$ cat config.mk
export PLATFORM = sky130hd
export DESIGN_NAME = reg_access_master
export DESIGN_NICKNAME = d
export VERILOG_FILES = /design/src/rtl/reg_bus_pkg.sv /design/src/rtl/timeout_counter.sv /design/src/rtl/reg_access_master.sv
export SDC_FILE = /design/constraint.sdc
export NUM_CORES = 1
export LEC_CHECK = 0
export BUFFER_PORTS_ARGS = -buffer_cell sky130_fd_sc_hd__buf_4
export CAP_MARGIN = 5
export CORE_MARGIN = 2
export CORE_UTILIZATION = 40
export DETAILED_ROUTE_END_ITERATION = 7
export GPL_TIMING_DRIVEN = 0
export PLACE_DENSITY = 0.7
export SLEW_MARGIN = 30
export SYNTH_ARGS = -nofsm -noshare
export SYNTH_HDL_FRONTEND = slang
export SYNTH_SLANG_ARGS = --single-unit
$ cat constraint.sdc
create_clock -name clk -period 3.4 [get_ports clk]
set_input_delay 0.17 -clock clk [delete_from_list [all_inputs] [get_ports clk]]
set_output_delay 0.17 -clock clk [all_outputs]
set_load 0.005 [all_outputs]
$ cat src/rtl/reg_bus_pkg.sv
// Shared definitions for the register-bus master and the register set.
//   - REG_DATA_WIDTH / REG_ADDR_WIDTH : default word and address widths
//   - state_e                         : request FSM state encoding
package reg_bus_pkg;

  localparam int REG_DATA_WIDTH = 16;
  localparam int REG_ADDR_WIDTH = 16;

  typedef enum logic [1:0] {
    ST_IDLE = 2'd0,  // waiting for an upstream command
    ST_REQ  = 2'd1,  // request driven to the responder, waiting for ack
    ST_RSP  = 2'd2   // response held for upstream
  } state_e;

endpackage

$ cat src/rtl/timeout_counter.sv
// Cycle counter bounding how long a request may wait for an acknowledge.
// Ports:
//   clk     : clock, rising edge
//   reset   : synchronous active-high reset, clears the count
//   clear   : return the count to 0
//   enable  : count one cycle (ignored while clear is high)
//   expired : high in the cycle the count reaches TIMEOUT_CYCLES-1 while enabled
// Parameter TIMEOUT_CYCLES : number of enabled cycles until expiry (1..65535).
module timeout_counter #(
  parameter int TIMEOUT_CYCLES = 255
) (
  input  logic clk,
  input  logic reset,
  input  logic clear,
  input  logic enable,
  output logic expired
);

  localparam int CW = (TIMEOUT_CYCLES > 1) ? $clog2(TIMEOUT_CYCLES) : 1;
  localparam logic [CW-1:0] LAST = CW'(TIMEOUT_CYCLES - 1);

  logic [CW-1:0] count_q;
  logic [CW-1:0] count_d;

  // The count saturates at LAST so a held enable can never wrap back to 0.
  always_comb begin
    count_d = count_q;
    if (clear) begin
      count_d = '0;
    end else if (enable && (count_q != LAST)) begin
      count_d = count_q + CW'(1);
    end
  end

  always_ff @(posedge clk) begin
    if (reset) begin
      count_q <= '0;
    end else begin
      count_q <= count_d;
    end
  end

  assign expired = enable && (count_q == LAST);

endmodule

$ cat src/rtl/reg_access_master.sv
// Register-bus master: turns one upstream command (read or write) into a
// req/ack handshake with a register responder and returns a single response,
// flagging an error when the responder does not ack within TIMEOUT_CYCLES.
// Ports:
//   clk, reset                          : clock and synchronous active-high reset
//   cmd_valid/cmd_ready                 : upstream command handshake
//   cmd_wnr, cmd_address, cmd_wdata     : command (0 read / 1 write), address, write data
//   rsp_valid/rsp_ready                 : upstream response handshake
//   rsp_rdata, rsp_error                : read data (0 for writes/errors), timeout flag
//   req, wnr, address, wr_data          : request to the responder
//   ack, rd_data                        : registered responder acknowledge and read data
module reg_access_master
  import reg_bus_pkg::*;
#(
  parameter int DATA_WIDTH     = REG_DATA_WIDTH,
  parameter int ADDR_WIDTH     = REG_ADDR_WIDTH,
  parameter int TIMEOUT_CYCLES = 255
) (
  input  logic                  clk,
  input  logic                  reset,
  input  logic                  cmd_valid,
  output logic                  cmd_ready,
  input  logic                  cmd_wnr,
  input  logic [ADDR_WIDTH-1:0] cmd_address,
  input  logic [DATA_WIDTH-1:0] cmd_wdata,
  output logic                  rsp_valid,
  input  logic                  rsp_ready,
  output logic [DATA_WIDTH-1:0] rsp_rdata,
  output logic                  rsp_error,
  output logic                  req,
  output logic                  wnr,
  output logic [ADDR_WIDTH-1:0] address,
  output logic [DATA_WIDTH-1:0] wr_data,
  input  logic                  ack,
  input  logic [DATA_WIDTH-1:0] rd_data
);

  state_e                state_q, state_d;
  logic                  req_q, req_d;
  logic                  wnr_q, wnr_d;
  logic [ADDR_WIDTH-1:0] address_q, address_d;
  logic [DATA_WIDTH-1:0] wr_data_q, wr_data_d;
  logic                  rsp_valid_q, rsp_valid_d;
  logic [DATA_WIDTH-1:0] rsp_rdata_q, rsp_rdata_d;
  logic                  rsp_error_q, rsp_error_d;

  logic tmo_clear;
  logic tmo_enable;
  logic tmo_expired;
  logic cmd_accept;

  // The counter runs only while a request is outstanding and sits at 0 otherwise,
  // so every request starts counting from 0 in its first cycle.
  assign tmo_enable = (state_q == ST_REQ);
  assign tmo_clear  = (state_q != ST_REQ);

  timeout_counter #(
    .TIMEOUT_CYCLES(TIMEOUT_CYCLES)
  ) u_timeout (
    .clk    (clk),
    .reset  (reset),
    .clear  (tmo_clear),
    .enable (tmo_enable),
    .expired(tmo_expired)
  );

  // A high ack while idle is a late ack from a timed-out request; holding off
  // new commands until it drops keeps it from being taken as the next ack.
  assign cmd_ready  = (state_q == ST_IDLE) && !ack && !reset;
  assign cmd_accept = cmd_valid && cmd_ready;

  always_comb begin
    state_d     = state_q;
    req_d       = req_q;
    wnr_d       = wnr_q;
    address_d   = address_q;
    wr_data_d   = wr_data_q;
    rsp_valid_d = rsp_valid_q;
    rsp_rdata_d = rsp_rdata_q;
    rsp_error_d = rsp_error_q;

    unique case (state_q)
      ST_IDLE: begin
        if (cmd_accept) begin
          wnr_d     = cmd_wnr;
          address_d = cmd_address;
          wr_data_d = cmd_wdata;
          req_d     = 1'b1;
          state_d   = ST_REQ;
        end
      end

      ST_REQ: begin
        // req is registered: it stays high through the ack (or expiry) cycle
        // and drops in the cycle the response appears. Ack is checked first
        // so an ack in the expiry cycle still completes the access.
        if (ack) begin
          rsp_rdata_d = wnr_q ? '0 : rd_data;
          rsp_error_d = 1'b0;
          rsp_valid_d = 1'b1;
          req_d       = 1'b0;
          state_d     = ST_RSP;
        end else if (tmo_expired) begin
          rsp_rdata_d = '0;
          rsp_error_d = 1'b1;
          rsp_valid_d = 1'b1;
          req_d       = 1'b0;
          state_d     = ST_RSP;
        end
      end

      ST_RSP: begin
        if (rsp_ready) begin
          rsp_valid_d = 1'b0;
          state_d     = ST_IDLE;
        end
      end

      default: begin
        req_d       = 1'b0;
        rsp_valid_d = 1'b0;
        state_d     = ST_IDLE;
      end
    endcase
  end

  always_ff @(posedge clk) begin
    if (reset) begin
      state_q     <= ST_IDLE;
      req_q       <= 1'b0;
      wnr_q       <= 1'b0;
      address_q   <= '0;
      wr_data_q   <= '0;
      rsp_valid_q <= 1'b0;
      rsp_rdata_q <= '0;
      rsp_error_q <= 1'b0;
    end else begin
      state_q     <= state_d;
      req_q       <= req_d;
      wnr_q       <= wnr_d;
      address_q   <= address_d;
      wr_data_q   <= wr_data_d;
      rsp_valid_q <= rsp_valid_d;
      rsp_rdata_q <= rsp_rdata_d;
      rsp_error_q <= rsp_error_d;
    end
  end

  assign req       = req_q;
  assign wnr       = wnr_q;
  assign address   = address_q;
  assign wr_data   = wr_data_q;
  assign rsp_valid = rsp_valid_q;
  assign rsp_rdata = rsp_rdata_q;
  assign rsp_error = rsp_error_q;

endmodule

# After elaboration in Yosys (flattened, before gate mapping)
# Index checks and enable logic that the tools add are counted.
# Widths: inputs -> output; s select.
# word_totals
input_bits	54
word_cells	52
ff_bits	62
output_inout_bits	53
# op_classes
eq_ne	8
add_sub_neg	1
bitwise	2
muxes	17
n_reduce_logical	15
# ops
operator	count
$mux 16	3
$reduce_and 3->1	3
$add 8x1->8 const B	1
$eq 8x8->1 const B	1
$mux 2	4
$ne 8x8->1 const B	1
$mux 1	7
$pmux 1 s3	2
$pmux 2 s3	1
$logic_and 1x1->1	5
$ne 2x2->1 const B	2
$reduce_and 2->1	2
$ne 3x3->1 const B	1
$eq 2x1->1 const B	1
$eq 2x2->1 const B	1
$logic_not 1->1	2
$logic_not 2->1	1
$ne 2x1->1 const B	1
$not 1->1	2
$reduce_bool 2->1	1
$reduce_or 2->1	1

# Longest topological paths before layout
# Gate-level depths: netlist (run 1).
# logic_depth
depth_word	6
ltp_mapped	7
mapped_depth_nobuf	6

# Cells and area by module
# From an unflattened synthesis (run 1), not the netlist that was laid out.
# hier_totals
hier_cells	298
hier_area_um2	2526.2
# by_module_without_submodules
module	cells_per_inst	area_per_inst_um2	instances
reg_access_master	246	2079.5	1
timeout_counter	52	446.7	1

# Least setup slack after synthesis (run 1)
# OpenSTA, ideal clock, no wires.
# synth_timing
path_kind	reg-to-reg
startpoint	register u_timeout.count_q[0]
endpoint	register rsp_rdata_q[0] (netlist: rsp_rdata[0])
setup_slack_ps	1777
path_stages_with_launch	8
t_required_ps	3341
arrival_time_ps	1564
setup_ps	59
period_less_slack_ps	1623
path_buffers	1
cell_sequence	dfxtp_1 inv_1 ha_1 and4_1 nand2_1 o2bb2ai_4 buf_2 a22o_1
# synth_between
elab_chain_len	4
# synth_lines
element	line_no	rtl
start: declaration	timeout_counter.sv:22	logic [CW-1:0] count_q;
start signal: assignment	timeout_counter.sv:39	count_q <= count_d;
$eq 8x8->1	timeout_counter.sv:43	assign expired = enable && (count_q == LAST);
$logic_and 1x1->1	timeout_counter.sv:43	
$reduce_bool 2->1 (no source line)	-	
$reduce_and 2->1 (no source line)	-	
end signal: assignment	reg_access_master.sv:144	rsp_rdata_q <= rsp_rdata_d;
end: declaration	reg_access_master.sv:44	logic [DATA_WIDTH-1:0] rsp_rdata_q, rsp_rdata_d;
# No other way between the ends.
# A chain may end at the register's enable or synchronous reset.

# Worst setup path in the final report (run 1)
# layout_timing
startpoint	register u_timeout.count_q[0]
endpoint	register rsp_rdata_q[2] (netlist: rsp_rdata[2])
# The elaborated chain is that of the path after synthesis.

==> results of run 1 <==
[critical path, cell delays in order (launching register included)]
cell	delay [ns]
dfxtp_1	0.42
inv_1	0.11
ha_1	0.25
and4_1	0.28
nand2_1	0.22
o2bb2ai_4	0.19
buf_2	0.26
a22o_1	0.16
[metal layers]
metal | vias up | GRT usage, % | wire [um]
li1 | 1103 | - | -
met3 | 6 | 10.1 | 547
met5 | - | 0 | 0
met2 | 86 | 29.0 | 2590
met1 | 981 | 22.7 | 2530
met4 | 0 | 6.10 | 55
[final cells by class]
type                       instances  area [um^2]  share of cell area, %
clock buffer                      12          165                   4.91
multi-input combinational        173          957                   28.4
sequential                        62         1240                   36.9
inverter                           1         3.75                  0.111
tap                               72         90.1                   2.68
clock inverter                     4         28.8                  0.855
timing repair buffer             105          788                   23.4
buffer                            16         92.6                   2.75
[metrics by stage]
stage | hold WS [ns] | setup slack (ns)
after global placement | 0.387 | 1.52
after CTS | 0.0396 | 1.45
after global routing | 0.0293 | 1.28
after detailed placement | 0.393 | 1.49
final | 0.0519 | 1.46
after floorplan | 0.303 | 1.78
[logic make-up after synthesis]
kind of cell,Yosys count
xor gates and xnor gates,1
DFF,62
adders and majority gates,2
and+or+nand+nor,99
buffers and inverters,17
muxes,1
AOI/OAI and AO/OA,70
[synth_stat cells]
cell,number,area (um^2)
o31a_1,1,8.76
nor2_1,7,26.3
a22oi_1,1,7.51
a21oi_1,36,180
buf_1,1,3.75
and2_1,2,12.5
o21bai_1,1,7.51
nand2b_1,2,12.5
mux2i_1,1,10.0
xnor2_1,1,8.76
o22ai_1,1,6.26
nor4_1,1,6.26
dfxtp_1,62,1240
and3_1,2,12.5
o2bb2ai_4,1,27.5
buf_6,3,33.8
and4_1,2,17.5
buf_4,1,7.51
nand4_1,2,12.5
nor3_1,2,10.0
nand3b_1,1,7.51
nor2b_1,1,6.26
a211oi_1,3,22.5
a211oi_2,1,12.5
nor4_4,2,42.5
buf_2,4,20.0
clkbuf_1,6,22.5
a31oi_1,4,25.0
clkbuf_2,1,5.00
a22o_1,16,140
nand2_1,73,274
o21ai_0,5,25.0
ha_1,2,25.0
inv_1,1,3.75
nand3_1,2,10.0
[power by group]
part / internal, mW / switching [mW] / total [mW]
clock: 0.325 / 0.285 / 0.610
combinational: 0.0864 / 0.0607 / 0.147
sequential: 0.748 / 0.0134 / 0.761
[path summary, 6_finish.rpt]
check	startpoint	endpoint	cells after the start
worst max-delay path	u_timeout.count_q[0]	rsp_rdata[2]	7
worst min register to register	address[13]	address[13]	2
worst max register to register	u_timeout.count_q[0]	rsp_rdata[2]	7
worst min-delay path	rd_data[6]	rsp_rdata[6]	2
[sequential cells by signal, summed over array words and instances (netlist names)]
name / flops
address: 16
rsp_rdata: 16
wr_data: 16
u_timeout.count_q: 8
state_q: 2
req: 1
rsp_error: 1
rsp_valid: 1
wnr: 1
==> summary.txt, run 1 <==
Outcome
  • Status: completed

Floorplanning
  • Die area: 6360 um^2
  • Site row count: 27
  • Die X: 79.7 um
  • Initial core utilization: 41.4%
  • Area of the core: 5540 um^2
  • Die H: 79.7 um
  • IO Count: 107

Placement
  • IO buf count: 105
  • RePlAce Congestion: 0.777
  • Placed insts: 429
  • Area after DPL: 3170 um^2
  • HPWL Detailed: 4020 um

Logic synthesis
  • YS warnings: 0
  • Mean Syn Cell Area: 9.11 um^2
  • Post-Synth Simple-Gate Area: 19.6%
  • Flops & latches, synth: 62
  • Synthesized area: 2290 um^2
  • Synth Instances: 252
  • Distinct cells, synth: 35
  • Largest family of logic cells by synthesized area: compound AO/OA/AOI/OAI gates
  • Post-synthesis mux area share: 0.436%
  • Synth Area in XOR/XNOR: 0.382%
  • Syn_nets: 308
  • Post-synthesis compound-gate area fraction: 20.2%
  • Synth Area in Adders: 1.09%
  • Sequential cell area fraction in the yosys report: 54.1%

Finish
  • Layout fillers: 515
  • N_diodes: 0
  • Synth-to-layout area growth: 46.7%
  • Share of post-route cells with drive strength above 1: 35.9%
  • Util after Layout: 60.8%
  • Finished layout cell area: 3370 um^2
  • Final nets: 424
  • Non-filler cells in the finished layout: 445
  • Most common cell after layout, fill and taps aside: buf_4
  • Commonest non-fill, non-tap cells in the layout: buf_4, nand2_1, dfxtp_1, a21oi_1, a22o_1

Drt
  • Initial DRC count: 87
  • DRC Markers: 0
  • Drt via density: 4.89
  • Routed Antenna Nets: 0
  • DR vias: 2176
  • Total wire length: 5730 um
  • Avg WL per Cell: 12.9 um
  • Pre-Repair DR Iteration Count: 5

GRT
  • Initial antenna violation count: 0
  • Gr usage total: 18.9%
  • Largest net degree at the start of global routing: 12
  • First-pass GRT wire length: 9230 um
  • Vias in the first global route: 2027
  • Total gr overflow: 0

Timing
  • Final TNS setup: 0 ns
  • Max Clk Rate: 516 MHz
  • Tightest Pin Transition: 0.459 ns
  • Max transition margin: 69.2%
  • Final worst-path cycle share: 57.0%
  • Unrepaired setup endpoints after global routing: no
  • Final Hold Fails: 0
  • Final setup viols: 0
  • Tmin final: 1.94 ns
  • Worst Skew: 0.00948 ns
  • Count of pins over their slew limit: 0

Worst setup path
  • WP data arrival: 2.21 ns
  • Worst setup SP type: flop
  • WS Path Type: flop to flop
  • R2R setup slack: 1.46 ns
  • Worst Path Required: 3.67 ns
  • CP Capture Type: flop
  • CP Max Fanout: 10

Power and ir drop
  • P_leak: 1.45 nW
  • Total power: 1.52 mW
  • Max IR drop VDD: 0.000266 V
  • P per Cell Area: 451 nW/um^2

CTS
  • Post-CTS setup buffers: 0
  • Max clock buf depth: 2
  • CTS clock-pin slew for the worst setup and hold paths: 0.07 ns
  • CTS Root Cell: clkbuf_8
  • CTS tree: built
  • CTS Sinks: 62
  • CTS H-tree lvls: 3
  • CTS buffer count: 9
  • Cts repair resizes: 0
  • Clock insertion delay at the later pin of the skew report: 0.33 ns
  • Post-CTS Hold Buffers: 0

Hold path
  • Hold/Removal Path Class: primary input to flop

Flow run
  • Max-cap viol count: 0
No activity file was read; power rests on OpenSTA's default activity.
==> run 2: changes to the inputs <==
==> constraint.sdc (replaced) <==
create_clock -name clk -period 1.8 [get_ports clk]
set_input_delay 0.09 -clock clk [delete_from_list [all_inputs] [get_ports clk]]
set_output_delay 0.09 -clock clk [all_outputs]
set_load 0.005 [all_outputs]
==> summary.txt, run 2 (synthesis results as in run 1) <==
Worst setup path
  • CP max stage delay: 0.35 ns (-0.07 ns)
  • R2r endpoint: rsp_rdata[2]
  • Worst-path cell chain: inv_1 > ha_2 > and4_4 > nand2_2 > o2bb2ai_4 > buf_4 > a22o_1
  • WP data arrival: 1.89 ns (-0.32 ns)
  • Worst setup SP type: flop
  • CP Capture Type: flop
  • Delay-heaviest family, CP: simple AND/OR/NAND/NOR gates
  • CP Max Fanout: 10 (unchanged)
  • R2R setup slack: 0.13 ns (-1.33 ns)
  • WS Path Type: flop to flop
  • Slowest library cell on the worst path: dfxtp_2
  • Worst r2r src: u_timeout.count_q[0]
  • Worst Path Required: 2.02 ns (-1.65 ns)
  • Worst R2R Path Depth: 7 (unchanged)
  • Buffer and inverter count on the worst path: 2 (unchanged)

Timing
  • Final setup viols: 0 (unchanged)
  • Worst Skew: 0.0108 ns (+0.00128 ns)
  • Unrepaired setup endpoints after global routing: no
  • Hold WS: 0.0124 ns (-0.0395 ns)
  • Tmin final: 1.67 ns (-0.271 ns)
  • Tightest Pin Transition: 0.457 ns (-0.00142 ns)
  • Final worst-path cycle share: 92.7% (+36 points)
  • Count of pins over their slew limit: 0 (unchanged)
  • Worst setup margin: 0.132 ns (-1.33 ns)
  • Max transition margin: 69.3% (+0.096 points)
  • Max Clk Rate: 600 MHz (+16%)
  • Final Hold Fails: 0 (unchanged)

Finish
  • Synth-to-layout area growth: 68.3%
  • Share of post-route cells with drive strength above 1: 33.6% (-2.3 points)
  • N_diodes: 0 (unchanged)
  • Finished layout cell area: 3860 um^2 (+15%)
  • Final nets: 473 (+12%)
  • Commonest non-fill, non-tap cells in the layout: buf_4, nand2_1, dfxtp_1, dlygate4sd3_1, a21oi_1
  • Most common cell after layout, fill and taps aside: buf_4
  • Util after Layout: 69.7% (+8.9 points)

Drt
  • Initial DRC count: 108 (+24%)
  • Total wire length: 6630 um (+16%)
  • DR vias: 2399 (+10%)
  • Drt via density: 4.86 (-0.69%)
  • Avg WL per Cell: 13.4 um (+4.2%)
  • Pre-Repair DR Iteration Count: 4 (-1)
  • Routed Antenna Nets: 0 (unchanged)
  • DRC Markers: 0 (unchanged)

CTS
  • CTS buffer count: 9 (unchanged)
  • CTS Root Cell: clkbuf_8
  • Clock insertion delay at the later pin of the skew report: 0.33 ns (about the same)
  • CTS Sinks: 62 (unchanged)
  • CTS H-tree lvls: 3 (unchanged)
  • Max clock buf depth: 2 (unchanged)
  • CTS tree: built
  • CTS clock-pin slew for the worst setup and hold paths: 0.07 ns (about the same)

Placement
  • HPWL Detailed: 4020 um (unchanged)
  • IO buf count: 105 (unchanged)
  • Area after DPL: 3170 um^2 (unchanged)
  • Placement Setup Slack: -0.106 ns (-1.60 ns)
  • RePlAce Congestion: 0.777 (unchanged)

Floorplanning
  • Die X: 79.7 um (unchanged)
  • Area of the core: 5540 um^2 (unchanged)
  • Die H: 79.7 um (unchanged)
  • Site row count: 27 (unchanged)
  • IO Count: 107 (unchanged)
  • Die area: 6360 um^2 (unchanged)
  • Initial core utilization: 41.4% (unchanged)

GRT
  • Total gr overflow: 0 (unchanged)
  • Gr busiest metal: met2
  • First-pass GRT wire length: 10400 um (+12%)
  • Met1 GRT Util: 25.1% (+2.4 points)
  • Gr usage total: 20.9% (+2.1 points)
  • Met3 Usage GRT: 9.62% (-0.45 points)
  • Largest net degree at the start of global routing: 12 (unchanged)
  • Initial antenna violation count: 0 (unchanged)
  • Met2 Usage GRT: 33.9% (+4.9 points)
  • Vias in the first global route: 2257 (+11%)

Flow run
  • Max-cap viol count: 0 (unchanged)

Power and ir drop
  • P_leak: 1.66 nW (+14%)
  • Total power: 2.96 mW (+95%)
  • P per Cell Area: 767 nW/um^2 (+70%)
  • Max IR drop VDD: 0.000528 V (+99%)

Hold path
  • Hold path start: cmd_wdata[15]
  • Min-Delay Endpoint: wr_data[15]
  • WHS Path Cells: 3 (+1)
  • Hold/Removal Path Class: primary input to flop

Outcome
  • Status: completed
==> run 2: repair_timing <==
action / CTS / global route
resized for setup: 5 / 2
hold endpoints to repair: 41 / 5
buffers inserted: 0 / 3
endpoints found under the setup margin: 10 / 10
hold buffers: 41 / 5
==> run 2: worst max path at each step <==
stage,from,end,slack (ns),depth (start not counted)
floorplan,u_timeout.count_q[0],rsp_rdata[0],0.18,7
global placement,u_timeout.count_q[0],rsp_rdata[2],-0.08,7
detailed placement,u_timeout.count_q[0],rsp_rdata[4],-0.11,7
CTS,u_timeout.count_q[0],rsp_rdata[4],0.02,7
global route,state_q[1],wr_data[2],0.04,5
finish,u_timeout.count_q[0],rsp_rdata[2],0.13,7
==> run 2: area by class of cell <==
| type | instances | area [um^2] |
|---|---|---|
| buffer | 16 | 95.1 |
| sequential | 62 | 1240 |
| fill | 444 | 1680 |
| timing repair buffer | 154 | 1270 |
| clock buffer | 12 | 165 |
| clock inverter | 4 | 28.8 |
| inverter | 1 | 3.75 |
| multi-input combinational | 173 | 965 |
| tap | 72 | 90.1 |
==> run 2: tightest hold or removal path: stages <==
cell     delay (ns)
buf_4          0.11
nand2_1        0.05
a21oi_1        0.05
==> run 2: power by group <==
part	internal, mW	total (mW)	switching, mW
sequential	1.41	1.44	0.0265
combinational	0.234	0.371	0.137
clock	0.615	1.15	0.539
==> run 2: routing by layer <==
layer	vias to the layer above	wire, um
met1	1106	2870
met2	85	3210
met5	-	0
met3	8	480
met4	0	70
li1	1200	-
==> run 2: through the flow <==
stage                     instances  setup TNS, ns
after detailed placement        429          -1.02
after CTS                       486              0
final                           494              0
after floorplan                 252              0
after global placement          429         -0.793
after global routing            494              0
==> run 3: changes to the inputs <==
--- a/config.mk
+++ b/config.mk
@@ -5,13 +5,14 @@
 export SDC_FILE = /design/constraint.sdc
 export NUM_CORES = 1
 export LEC_CHECK = 0
+export ABC_AREA = 1
 export BUFFER_PORTS_ARGS = -buffer_cell sky130_fd_sc_hd__buf_4
 export CAP_MARGIN = 5
 export CORE_MARGIN = 2
 export CORE_UTILIZATION = 40
 export DETAILED_ROUTE_END_ITERATION = 7
 export GPL_TIMING_DRIVEN = 0
-export PLACE_DENSITY = 0.7
+export PLACE_DENSITY = 0.69
 export SLEW_MARGIN = 30
 export SYNTH_ARGS = -nofsm -noshare
 export SYNTH_HDL_FRONTEND = slang
==> summary.txt, run 3 <==
Timing
  • Final Hold Fails: 0 (unchanged)
  • Max transition margin: 70.0% (+0.72 points)
  • Worst setup margin: 0.266 ns (+0.133 ns)
  • Unrepaired setup endpoints after global routing: no
  • Tightest Pin Transition: 0.450 ns (-0.00743 ns)
  • Tmin final: 1.53 ns (-0.133 ns)
  • Final setup viols: 0 (unchanged)
  • Worst Skew: 0.00665 ns (-0.00411 ns)
  • Max Clk Rate: 652 MHz (+8.7%)
  • Count of pins over their slew limit: 0 (unchanged)
  • Final TNS setup: 0 ns (unchanged)
  • Final worst-path cycle share: 85.2% (-7.4 points)

Logic synthesis
  • Distinct cells, synth: 27 (-23%)
  • Commonest cells in the synthesized netlist: dfxtp_1, nand2_1, inv_1
  • Top-count cell post-synth: dfxtp_1
  • Top cell type's share of synthesized area: 49.3% (-4.8 points)
  • Synth Flop Type: dfxtp_1
  • Synthesized area: 2520 um^2 (+9.8%)
  • Yosys top cell by area: dfxtp_1
  • Count of flip-flops with a built-in enable after synthesis: 0 (unchanged)
  • Ranking of synthesized cells by area: dfxtp_1, a21oi_1, o21ai_0, nand2_1, inv_1
  • Mean Syn Cell Area: 7.90 um^2 (-13%)
  • Synth Instances: 319 (+27%)
  • YS warnings: 0 (unchanged)
  • Syn_nets: 375 (+22%)
  • Flops & latches, synth: 62 (unchanged)
  • Async set or reset register ratio after synthesis: 0% (unchanged)
  • Sequential cell area fraction in the yosys report: 49.3% (-4.8 points)

Power and ir drop
  • Comb power frac: 10.7% (-1.8 points)
  • P_sw: 664 uW (-5.5%)
  • Max IR drop VDD: 0.000602 V (+14%)
  • P_leak: 1.63 nW (-1.6%)
  • Sw frac: 22.6% (-1.1 points)
  • Power share of the sequential group: 49.2% (+0.6 points)
  • P per Cell Area: 812 nW/um^2 (+5.9%)
  • Power share of the clock group: 40.1% (+1.2 points)
  • Int Pwr: 2.27 mW (+0.46%)

GRT
  • Gr usage total: 17.6% (-3.4 points)
  • First-pass GRT wire length: 10100 um (-2.3%)
  • Met3 Usage GRT: 5.47% (-4.1 points)
  • Gr busiest metal: met2
  • Vias in the first global route: 2218 (-1.7%)
  • Largest net degree at the start of global routing: 11 (-1)
  • Initial antenna violation count: 0 (unchanged)
  • Total gr overflow: 0 (unchanged)
  • Met2 Usage GRT: 28.6% (-5.3 points)
  • Met1 GRT Util: 21.9% (-3.3 points)

CTS
  • Clock insertion delay at the later pin of the skew report: 0.32 ns (about the same)
  • CTS tree: built
  • CTS buffer count: 9 (unchanged)
  • CTS Root Cell: clkbuf_8
  • Post-CTS setup buffers: 0 (unchanged)
  • CTS Sinks: 62 (unchanged)
  • CTS H-tree lvls: 3 (unchanged)
  • Max clock buf depth: 2 (unchanged)
  • CTS clock-pin slew for the worst setup and hold paths: 0.07 ns (about the same)

Hold path
  • Hold/Removal Path Class: primary input to flop

Flow run
  • Max-cap viol count: 0 (unchanged)

Drt
  • Routed Antenna Nets: 0 (unchanged)
  • Pre-Repair DR Iteration Count: 4 (unchanged)
  • Drt via density: 4.67 (-3.9%)
  • DRC Markers: 0 (unchanged)
  • Avg WL per Cell: 12.0 um (-11%)
  • DR vias: 2413 (+0.58%)
  • Initial DRC count: 62 (-43%)
  • Total wire length: 6190 um (-6.6%)

Finish
  • Commonest non-fill, non-tap cells in the layout: buf_4, dfxtp_1, nand2_1, inv_1, a21oi_1
  • Final nets: 493 (+4.2%)
  • Share of post-route cells with drive strength above 1: 32.8% (-0.84 points)
  • Synth-to-layout area growth: 43.3%
  • Layout fillers: 600 (+35%)
  • Most common cell after layout, fill and taps aside: buf_4
  • N_diodes: 0 (unchanged)

Placement
  • IO buf count: 106 (+0.95%)
  • Placement Setup Slack: 0.280 ns (+0.386 ns)
  • RePlAce Congestion: 0.840 (+8.2%)
  • HPWL Detailed: 4670 um (+16%)

Worst setup path
  • CP Max Fanout: 10 (unchanged)
  • CP Capture Type: flop
  • Worst setup SP type: flop
  • WS Path Type: flop to flop
  • WP data arrival: 1.74 ns (-0.15 ns)
  • Worst Path Required: 2.01 ns (about the same)

Floorplanning
  • Die X: 83.4 um (+4.6%)
  • Site row count: 28 (+3.7%)
  • Initial core utilization: 42.1% (+0.65 points)
  • IO Count: 107 (unchanged)
  • Area of the core: 5990 um^2 (+8.1%)
  • Die H: 83.4 um (+4.6%)
  • Die area: 6950 um^2 (+9.3%)

Outcome
  • Status: completed
## run 3: final timing paths
path | start | end | slack, ns | depth (start not counted)
min | rd_data[0] | rsp_rdata[0] | 0.04 | 3
max reg2reg | u_timeout.count_q[0] | rsp_rdata[9] | 0.27 | 10
max | u_timeout.count_q[0] | rsp_rdata[9] | 0.27 | 10
min reg2reg | wr_data[0] | wr_data[0] | 0.44 | 2
## run 3: cells by family after synthesis
group / synth area share [%]
AOI/OAI and AO/OA: 20.8
buffers and inverters: 10.5
and+or+nand+nor: 17.8
xor gates and xnor gates: 0.695
DFF: 49.3
adders and majority gates: 0.993
## run 3: power groups by stage
stage / sequential (mW) / clock, mW / combinational [mW]
after global routing: 1.45 / 1.27 / 0.349
final: 1.44 / 1.18 / 0.314
after CTS: 1.44 / 1.21 / 0.318
after floorplan: 1.48 / 0 / 0.119
after detailed placement: 1.47 / 0 / 0.315
after global placement: 1.47 / 0 / 0.312
## run 3: area by class of cell
cell class	instances	area (um^2)	share of cell area, %
sequential	62	1240	34.4
multi-input combinational	192	1010	28.1
timing repair buffer	107	806	22.3
inverter	50	188	5.20
clock buffer	13	149	4.12
tap	75	93.8	2.60
buffer	15	77.6	2.15
clock inverter	3	43.8	1.21
## run 3: layer usage
| metal | vias up | share of wire, % |
|---|---|---|
| li1 | 1266 | - |
| met1 | 1066 | 43 |
| met2 | 74 | 48 |
| met3 | 7 | 7.9 |
| met4 | 0 | 1.1 |
| met5 | - | 0 |
## run 3: critical path: stages (launching register included)
cell	delay, ns
dfxtp_1	0.35
inv_1	0.12
ha_1	0.15
nand2_1	0.06
nor2_2	0.19
nand3_4	0.11
nand2_4	0.08
inv_2	0.08
buf_6	0.15
nand3_1	0.08
o21ai_2	0.06
## run 3: what timing repair did
action,in CTS,in global routing
setup endpoints to repair,0,0
gates resized for setup,0,0
hold buffers,1,0
hold endpoints to repair,1,0
## run 3: metrics by stage
stage	std cells	hold WS [ns]	util, %	total power [mW]	instance area, um^2
4_1_cts	517	0.0246	60.3	2.97	3610
3_5_place_dp	500	0.307	56.9	1.79	3410
5_1_grt	517	0.0270	60.3	3.07	3610
3_3_place_gp	500	0.302	56.9	1.78	3410
6_report	517	0.0355	60.3	2.93	3610
2_1_floorplan	319	0.159	-	1.60	2520
